===== src/rtl/char_rom_arbiter.sv =====
// Round-robin arbiter sharing one character ROM between four display slots, with per-slot pattern buffers.
// Optional CHAR_ROM_BLANK_BYPASS_EN: code 31 blanks the slot directly without a ROM cycle.
module char_rom_arbiter (
    input  logic        clk,
    input  logic        rst,
    input  logic [3:0]  req,
    input  logic [19:0] req_addr,
    output logic [4:0]  rom_addr,
    input  logic [7:0]  rom_data,
    output logic [3:0]  grant,
    output logic [3:0]  done,
    output logic        busy,
    output logic [31:0] sseg_bus
);

    localparam int unsigned N_SLOTS = 4;
    localparam int unsigned CODE_W  = 5;
    localparam int unsigned PAT_W   = 8;
    localparam int unsigned PTR_W   = 2;
    localparam logic [CODE_W-1:0] BLANK_CODE = CODE_W'(31);
    localparam logic [PAT_W-1:0]  BLANK_PAT  = PAT_W'(8'hFF);

    logic [N_SLOTS-1:0][CODE_W-1:0] code_c;
    logic [N_SLOTS-1:0]             byp_req_c;
    logic [N_SLOTS-1:0]             pend_eff_c;
    logic                           found_c;
    logic [PTR_W-1:0]               sel_c;
    logic [PTR_W-1:0]               idx_c;

    logic [N_SLOTS-1:0]             pending_q, pending_d;
    logic [N_SLOTS-1:0][CODE_W-1:0] pend_addr_q, pend_addr_d;
    logic [PTR_W-1:0]               ptr_q, ptr_d;
    logic [N_SLOTS-1:0]             grant_q, grant_d;
    logic [CODE_W-1:0]              rom_addr_q, rom_addr_d;
    logic [N_SLOTS-1:0]             cap_rom_q, cap_rom_d;
    logic [N_SLOTS-1:0]             cap_byp_q, cap_byp_d;
    logic [N_SLOTS-1:0]             done_q, done_d;
    logic                           busy_q, busy_d;
    logic [N_SLOTS-1:0][PAT_W-1:0]  buf_q, buf_d;

    // Packed layout already matches slot i at bits [5i+4:5i].
    assign code_c = req_addr;

    // Blank-code requests that skip the ROM entirely.
    always_comb begin
        byp_req_c = '0;
`ifdef CHAR_ROM_BLANK_BYPASS_EN
        for (int i = 0; i < int'(N_SLOTS); i++) begin
            byp_req_c[i] = req[i] && (code_c[i] == BLANK_CODE);
        end
`endif
    end

    // Pending capture, round-robin issue and the capture pipeline.
    always_comb begin
        pend_addr_d = pend_addr_q;
        for (int i = 0; i < int'(N_SLOTS); i++) begin
            if (req[i] && !byp_req_c[i]) begin
                pend_addr_d[i] = code_c[i];
            end
        end
        pend_eff_c = (pending_q | req) & ~byp_req_c;

        found_c = 1'b0;
        sel_c   = '0;
        idx_c   = '0;
        for (int k = 1; k <= int'(N_SLOTS); k++) begin
            idx_c = ptr_q + PTR_W'(k);
            if (!found_c && pend_eff_c[idx_c]) begin
                found_c = 1'b1;
                sel_c   = idx_c;
            end
        end

        grant_d    = found_c ? (N_SLOTS'(1) << sel_c) : '0;
        rom_addr_d = found_c ? pend_addr_d[sel_c] : rom_addr_q;
        ptr_d      = found_c ? sel_c : ptr_q;
        pending_d  = pend_eff_c & ~grant_d;

        cap_rom_d = grant_q;
        cap_byp_d = byp_req_c;
        done_d    = cap_rom_d | cap_byp_d;
        busy_d    = (|pending_d) || (|grant_d) || (|done_d);

        // Bypass writes last so it wins over a ROM capture for the same slot.
        buf_d = buf_q;
        for (int i = 0; i < int'(N_SLOTS); i++) begin
            if (cap_rom_q[i]) begin
                buf_d[i] = rom_data;
            end
            if (cap_byp_q[i]) begin
                buf_d[i] = BLANK_PAT;
            end
        end
    end

    always_ff @(posedge clk or posedge rst) begin
        if (rst) begin
            pending_q   <= '0;
            pend_addr_q <= '0;
            ptr_q       <= PTR_W'(N_SLOTS - 1);
            grant_q     <= '0;
            rom_addr_q  <= '0;
            cap_rom_q   <= '0;
            cap_byp_q   <= '0;
            done_q      <= '0;
            busy_q      <= 1'b0;
            buf_q       <= {N_SLOTS{BLANK_PAT}};
        end else begin
            pending_q   <= pending_d;
            pend_addr_q <= pend_addr_d;
            ptr_q       <= ptr_d;
            grant_q     <= grant_d;
            rom_addr_q  <= rom_addr_d;
            cap_rom_q   <= cap_rom_d;
            cap_byp_q   <= cap_byp_d;
            done_q      <= done_d;
            busy_q      <= busy_d;
            buf_q       <= buf_d;
        end
    end

    assign grant    = grant_q;
    assign rom_addr = rom_addr_q;
    assign done     = done_q;
    assign busy     = busy_q;
    // ROM data only arrives in the done cycle, so the bus shows the pattern being written.
    assign sseg_bus = {buf_d[0], buf_d[1], buf_d[2], buf_d[3]};

endmodule


===== config.mk =====
export PLATFORM = sky130hd
export DESIGN_NAME = char_rom_arbiter
export DESIGN_NICKNAME = d
export VERILOG_FILES = /design/src/rtl/char_rom_arbiter.sv
export SDC_FILE = /design/constraint.sdc
export NUM_CORES = 1
export LEC_CHECK = 0
export CAP_MARGIN = 20
export CORE_ASPECT_RATIO = 1.4
export CORE_MARGIN = 2
export CORE_UTILIZATION = 45
export CTS_BUF_LIST = sky130_fd_sc_hd__clkbuf_8
export DETAILED_ROUTE_END_ITERATION = 7
export MAX_ROUTING_LAYER = met4
export PLACE_DENSITY = 0.76
export RECOVER_POWER = 50
export SYNTH_ARGS = -nofsm -noshare
export SYNTH_HDL_FRONTEND = slang
export SYNTH_SLANG_ARGS = --single-unit

===== constraint.sdc =====
create_clock -name clk -period 4 [get_ports clk]
set_input_delay 0.4 -clock clk [delete_from_list [all_inputs] [get_ports clk]]
set_output_delay 0.4 -clock clk [all_outputs]
set_load 0.05 [all_outputs]

==> Flow_metrics.wiki, run 1 <==
{| class="wikitable"
! Metric !! Value
|-
| Status || finished with violations
|-
| Violations in the final reports || max-capacitance violations, max-slew violations
|-
| Peak Freq || 352.1 MHz
|-
| Global-route wire length before repair || 9.673 mm
|-
| I/O pin count || 80
|-
| Final-stage net count || 297
|-
| Reported max-cap violation count || 1
|-
| Final Routed Wirelength || 5.936 mm
|-
| Synthesized-area fraction occupied by xor and xnor cells || 0
|-
| Antenna Diode Count || 0
|-
| Final Slew Violations || 46
|-
| Worst Setup End Kind || flop
|-
| Non-Filler Instances || 340
|-
| Maximum level of the CTS H-tree || 3
|-
| Clk Latency, worst-skew pair || 330 ps
|-
| Worst-case reg-to-reg path depth || 5
|-
| Die extent in y || 98.81 µm
|-
| Capture instance of the worst register-to-register path || rom_addr[1]$_DFFE_PP0P_
|-
| Top post-synthesis cells by area || dfrtp_1 (33%), dfstp_2 (31%), mux2_2 (22%)
|-
| Number of core rows || 34
|-
| Endpoint of the worst hold-timing path || done[1]$_DFF_PP0_
|-
| # Post-CTS Setup Buffers || 0
|-
| Number of antenna violations at the first check in global routing || 0
|-
| Hold WC Path Type || reg -> reg
|-
| CTS hold repair buffers || 0
|-
| Pin count of the biggest net entering global routing || 46
|-
| Number of clock sinks || 72
|-
| Adder-cell area share of the yosys netlist || 0
|-
| Total of flip-flops plus latches after synthesis || 72
|-
| Data arrival at the endpoint of the critical path || 3060 ps
|-
| Routability congestion estimate from global placement || 0.9123
|-
| Via count of the first global-routing pass || 1904
|-
| Register-to-register setup slack || 1470 ps
|-
| Synth warn || 0
|-
| Pre-CTS worst setup slack || 975.0 ps
|-
| Core ar. || 6211 µm²
|-
| Worst min-delay path startpoint || grant[1]$_DFF_PP0_
|-
| Placed cells || 324
|-
| Mean number of vias per cell || 5.409
|-
| Non-Filler Cell Area, Final || 3910 µm²
|-
| CP Max Fanout || 8
|-
| TritonCTS clock tree || built
|-
| Combinational family with the most area after synthesis || multiplexers
|-
| Number of clock buffers inserted by TritonCTS || 9
|-
| Unrepaired setup endpoints after global routing || false
|-
| Most common library cell in the layout ignoring fill and taps || clkdlybuf4s50_1
|-
| Routed vias || 1839
|-
| Number of gates given a new drive strength after cts || 0
|-
| Total Neg Setup Slack || 0 ps
|-
| Clock slew at the register clock pins of the worst setup and hold paths || 70 ps
|-
| Simple-gate portion of the synthesized area || 0.04288
|-
| Endpoints failing setup || 0
|-
| Total count of hold-check failures in the final report || 0
|-
| Compound-Gate Fraction of Synth Area || 0.03248
|-
| Synthesized area per cell || 15.87 µm²
|-
| Proportion of layout cells with a drive suffix above 1 || 0.2836
|-
| Aggregate global-route resource usage || 0.1872
|-
| Area share of the leading cell type in the synthesized netlist || 0.3291
|-
| Average wire per cell in the routed design || 17.46 µm
|-
| Top library cells by usage in the layout, fill and taps aside || clkdlybuf4s50_1 (74), mux2_1 (38), dfrtp_1 (38)
|-
| Fraction of the yosys area taken by sequential cells || 0.6384
|-
| Die Width || 71.72 µm
|-
| Final HPWL DP || 4.236 mm
|-
| Cells after synthesis || 182
|-
| Required time of the critical path || 4220 ps
|-
| Combined area of all synthesized cells || 2889 µm²
|-
| Syn Nets || 216
|-
| Worst reg2reg startpoint || ptr_q[1]$_DFFE_PP1P_
|-
| Worst clock skew on the final layout || 6.342 ps
|-
| Leading area contributor after synthesis || dfrtp_1
|-
| Post-synthesis cell type count || 30
|-
| Post-placement cell area || 3720 µm²
|-
| Worst hold path stage count || 0
|-
| Clock root buffer master || clkbuf_8
|-
| Period utilisation layout || 0.7100
|-
| Initial standard-cell utilization of the core || 0.4651
|-
| Layout overhead on the synthesized area || 35.34%
|-
| First-pass iteration count of the detailed router || 4
|-
| Count of input and output buffers || 79
|-
| Crit Path Class || in -> reg
|-
| Worst-margin pin slew || 1655 ps
|-
| Final worst slack || 1160 ps
|-
| Full die area || 7086 µm²
|-
| Iteration-0 DRC Markers || 83
|-
| Proportion of synthesized area in mux cells || 0.2638
|-
| Remaining number of nets flagged by the antenna check after routing || 0
|-
| Setup crit start kind || input pin
|-
| DRC violations left || 0
|-
| Headroom to the max-slew limit || -0.1047
|-
| Global route total overflow || 0
|-
| Time the worst path needs with I/O delays and setup || 2840 ps
|-
| Number of buffers on the longest clock path || 2
|}
==> final cells by class <==
type                            count  area [µm²]
Timing Repair Buffer               80       798.3
Clock inverter                      6       52.55
Clock buffer                       10       137.6
Sequential cell                    72        1844
Fill cell                         482        2301
Multi-Input combinational cell     98       979.7
Inverter                            2       7.507
Tap cell                           72       90.09
==> critical path, cell delays in order <==
cell	delay, ps
dlygate4sd3_1	800
o21ai_0	190
nor3b_1	200
a311oi_1	770
mux4_2	420
mux2_2	280
==> through the flow <==
step                        util  hold slack (ps)
after floorplan                -            465.9
after global placement    0.5989            391.2
after detailed placement  0.5989            393.4
after CTS                 0.6295            408.9
after global routing      0.6295            421.2
final                     0.6295            405.3
==> cells in the mapped netlist <==
cell type / n
nor2_4: 1
a21o_2: 1
nor2_1: 10
o21ai_0: 3
o21a_1: 2
buf_6: 2
or2_0: 1
a311oi_1: 1
nor3b_1: 1
nor4_1: 2
a211oi_1: 1
nor3_1: 1
dfrtp_1: 38
nand4_1: 1
mux2_2: 57
o2bb2ai_1: 1
o21ba_2: 1
clkbuf_1: 6
dfstp_2: 34
a311o_1: 1
a221o_1: 1
nor2_2: 1
mux4_2: 3
inv_1: 2
nand2_1: 3
buf_2: 1
buf_4: 1
mux4_1: 2
nand3_1: 1
and2_2: 2
==> metal layers <==
layer | GRT usage | vias up | wire (µm)
met3 | 0.03988 | 16 | 344
met2 | 0.2870 | 90 | 2962
met4 | 0.08708 | 0 | 131
met1 | 0.2373 | 918 | 2496
li1 | - | 815 | -
met5 | - | - | 0
==> kinds of logic after synthesis <==
kind of cell           count (synthesis)
AO/OA/AOI/OAI                         12
flip-flops                            72
multiplexers                          62
buffers and inverters                 12
AND/OR/NAND/NOR                       24
==> worst max path at each step <==
stage	from	cells past startpoint	slack [ps]	to
after floorplan	ptr_q[1]$_DFFE_PP1P_	6	1810	rom_addr[1]$_DFFE_PP0P_
after global placement	req[0]	6	1010	rom_addr[1]$_DFFE_PP0P_
after detailed placement	req[0]	6	980	rom_addr[2]$_DFFE_PP0P_
after CTS	req[0]	6	1280	rom_addr[1]$_DFFE_PP0P_
after global routing	req[3]	6	1080	rom_addr[3]$_DFFE_PP0P_
final	req[3]	6	1160	rom_addr[1]$_DFFE_PP0P_
==> registers in the layout (all words and copies together), names as in the netlist <==
signal	cells
rom_addr	5
done	4
busy	1
pending_q	4
ptr_q	2
buf_q	32
grant	4
pend_addr_q	20
Power of run 1 is left out: the tool's default activity adds up to more than one toggle a clock period on the data nets, which glitch-free logic cannot reach.
==> run 2, diff against run 1 <==
==> constraint.sdc (replaced) <==
create_clock -name clk -period 2.9 [get_ports clk]
set_input_delay 0.29 -clock clk [delete_from_list [all_inputs] [get_ports clk]]
set_output_delay 0.29 -clock clk [all_outputs]
set_load 0.05 [all_outputs]
==> run 2 against run 1 <==
Effect of this change:
- register-to-register slack lost 1000 ps
- final cell count increased by 2.1%
- setup slack got worse by 690 ps
- critical path type is now reg -> reg
- utilization is 1.4 points higher
- worst hold slack better by 1.8 ps
- final area is 2.2% higher
- critical path depth shrank 1
- non-clock buffer count rose by 7
- via count decreased by 0.38%
- die area did not move
- the run now ends clean
==> Flow_metrics.wiki, run 2 (same netlist as run 1, synthesis figures left out) <==
{| class="wikitable"
! Metric !! Value
|-
| Aggregate global-route resource usage || 0.1898 (was 0.1872)
|-
| Final HPWL DP || 4.414 mm (was 4.236 mm)
|-
| Core ar. || 6211 µm² (unchanged)
|-
| Full die area || 7086 µm² (unchanged)
|-
| Remaining number of nets flagged by the antenna check after routing || 0 (unchanged)
|-
| First-pass iteration count of the detailed router || 4 (unchanged)
|-
| CP Max Fanout || 11 (was 8)
|-
| Setup crit start kind || flop (was input pin)
|-
| Clock slew at the register clock pins of the worst setup and hold paths || 70 ps (about the same)
|-
| Number of buffers on the longest clock path || 2 (unchanged)
|-
| Sequential Area || 1844 µm² (unchanged)
|-
| Total count of hold-check failures in the final report || 0 (unchanged)
|-
| Most common library cell in the layout ignoring fill and taps || clkdlybuf4s50_1 (unchanged)
|-
| Status || finished, final reports clean (was finished with violations)
|-
| Antenna Diode Count || 0 (unchanged)
|-
| Proportion of layout cells with a drive suffix above 1 || 0.3418 (was 0.2836)
|-
| Top library cells by usage in the layout, fill and taps aside || clkdlybuf4s50_1 (74), dfrtp_1 (38), dfstp_2 (34) (was clkdlybuf4s50_1 (74), mux2_1 (38), dfrtp_1 (38))
|-
| Number of antenna violations at the first check in global routing || 0 (unchanged)
|-
| Via count of the first global-routing pass || 1980 (was 1904)
|-
| Number of core rows || 34 (unchanged)
|-
| Number of clock buffers inserted by TritonCTS || 9 (unchanged)
|-
| Number of filler instances in the final layout || 479 (was 482)
|-
| Clock root buffer master || clkbuf_8 (unchanged)
|-
| Pin count of the biggest net entering global routing || 45 (was 46)
|-
| Number of gates given a new drive strength after cts || 0 (unchanged)
|-
| Worst-margin pin slew || 1051 ps (was 1655 ps)
|-
| Total Neg Setup Slack || 0 ps (unchanged)
|-
| Multi-input combinational cell area || 979.7 µm² (unchanged)
|-
| Average wire per cell in the routed design || 16.95 µm (was 17.46 µm)
|-
| Headroom to the max-slew limit || 0.2985 (was -0.1047)
|-
| TritonCTS clock tree || built (unchanged)
|-
| Die extent in y || 98.81 µm (unchanged)
|-
| Endpoints failing setup || 0 (unchanged)
|-
| Reported max-cap violation count || 0 (was 1)
|-
| DRC violations left || 0 (unchanged)
|-
| Unrepaired setup endpoints after global routing || false (unchanged)
|-
| Time the worst path needs with I/O delays and setup || 2428 ps
|-
| Clk Latency, worst-skew pair || 340 ps (was 330 ps)
|-
| Crit Path Class || reg -> reg (was in -> reg)
|-
| Worst clock skew on the final layout || 8.078 ps (was 6.342 ps)
|-
| Routed vias || 1832 (was 1839)
|-
| Iteration-0 DRC Markers || 70 (was 83)
|-
| # Post-CTS Setup Buffers || 0 (unchanged)
|-
| Register name with the most flops || buf_q (unchanged)
|-
| Maximum level of the CTS H-tree || 3 (unchanged)
|-
| Global-route wire length before repair || 9.798 mm (was 9.673 mm)
|-
| CTS hold repair buffers || 0 (unchanged)
|-
| I/O pin count || 80 (unchanged)
|-
| Count of input and output buffers || 79 (unchanged)
|-
| Data arrival at the endpoint of the critical path || 2660 ps (was 3060 ps)
|-
| Initial standard-cell utilization of the core || 0.4651 (unchanged)
|-
| Final design utilization || 0.6436 (was 0.6295)
|-
| Required time of the critical path || 3130 ps (was 4220 ps)
|-
| Number of clock sinks || 72 (unchanged)
|-
| Period utilisation layout || 0.8371
|-
| Final Slew Violations || 0 (was 46)
|-
| Max reg flops || 32 (unchanged)
|-
| Die Width || 71.72 µm (unchanged)
|-
| Worst Setup End Kind || flop (unchanged)
|-
| Layout overhead on the synthesized area || 38.37% (was 35.34%)
|-
| Mean number of vias per cell || 5.280 (was 5.409)
|-
| Hold WC Path Type || reg -> reg (unchanged)
|-
| Routability congestion estimate from global placement || 0.7876 (was 0.9123)
|-
| Peak Freq || 411.9 MHz
|-
| Final Routed Wirelength || 5.883 mm (was 5.936 mm)
|-
| Global route total overflow || 0 (unchanged)
|-
| Final-stage net count || 304 (was 297)
|}
-- run 2: path summary, 6_finish.rpt --
kind / from / end / slack [ps] / depth (start not counted)
setup / recovery: ptr_q[1]$_DFFE_PP1P_ / rom_addr[4]$_DFFE_PP0P_ / 470 / 5
hold / removal: grant[0]$_DFF_PP0_ / done[0]$_DFF_PP0_ / 410 / 0
setup reg to reg: ptr_q[1]$_DFFE_PP1P_ / rom_addr[4]$_DFFE_PP0P_ / 470 / 5
hold reg to reg: grant[0]$_DFF_PP0_ / done[0]$_DFF_PP0_ / 410 / 0
max in group asynchronous: rst / grant[0]$_DFF_PP0_ / 700 / 3
min in group asynchronous: rst / pending_q[0]$_DFF_PP0_ / 640 / 2
-- run 2: critical path: stages (launching register included) --
cell and delay [ps]:
dfstp_2 620, o21ba_2 190, o2bb2ai_1 140, a221o_1 500, mux4_1 610, mux2_2 270
-- run 2: per-stage QoR --
stage / cell area [µm²] / cells / worst slack, ps / hold WS (ps)
after floorplan: 2889 / 182 / 705.2 / 451.9
after global routing: 3998 / 347 / 279.0 / 415.5
after detailed placement: 3785 / 331 / 232.4 / 396.4
after CTS: 4020 / 347 / 441.1 / 342.0
final: 3998 / 347 / 472.5 / 407.1
after global placement: 3785 / 331 / 259.4 / 384.1
-- run 2: per-layer routing --
metal	vias up	part of all wire	wire (µm)	track usage
met1	919	0.40	2337	0.2220
met3	14	0.061	356	0.04294
met4	0	0.027	157	0.1001
met5	-	0	0	-
met2	75	0.52	3032	0.3027
li1	824	-	-	-
-- run 2: final cells by class --
type | count | area share
Sequential cell | 72 | 0.4613
Tap cell | 72 | 0.02254
Timing Repair Buffer | 87 | 0.2103
Clock buffer | 9 | 0.03099
Multi-Input combinational cell | 98 | 0.2451
Inverter | 2 | 0.001878
Clock inverter | 7 | 0.02786
Power of run 2 is left out for the same reason.
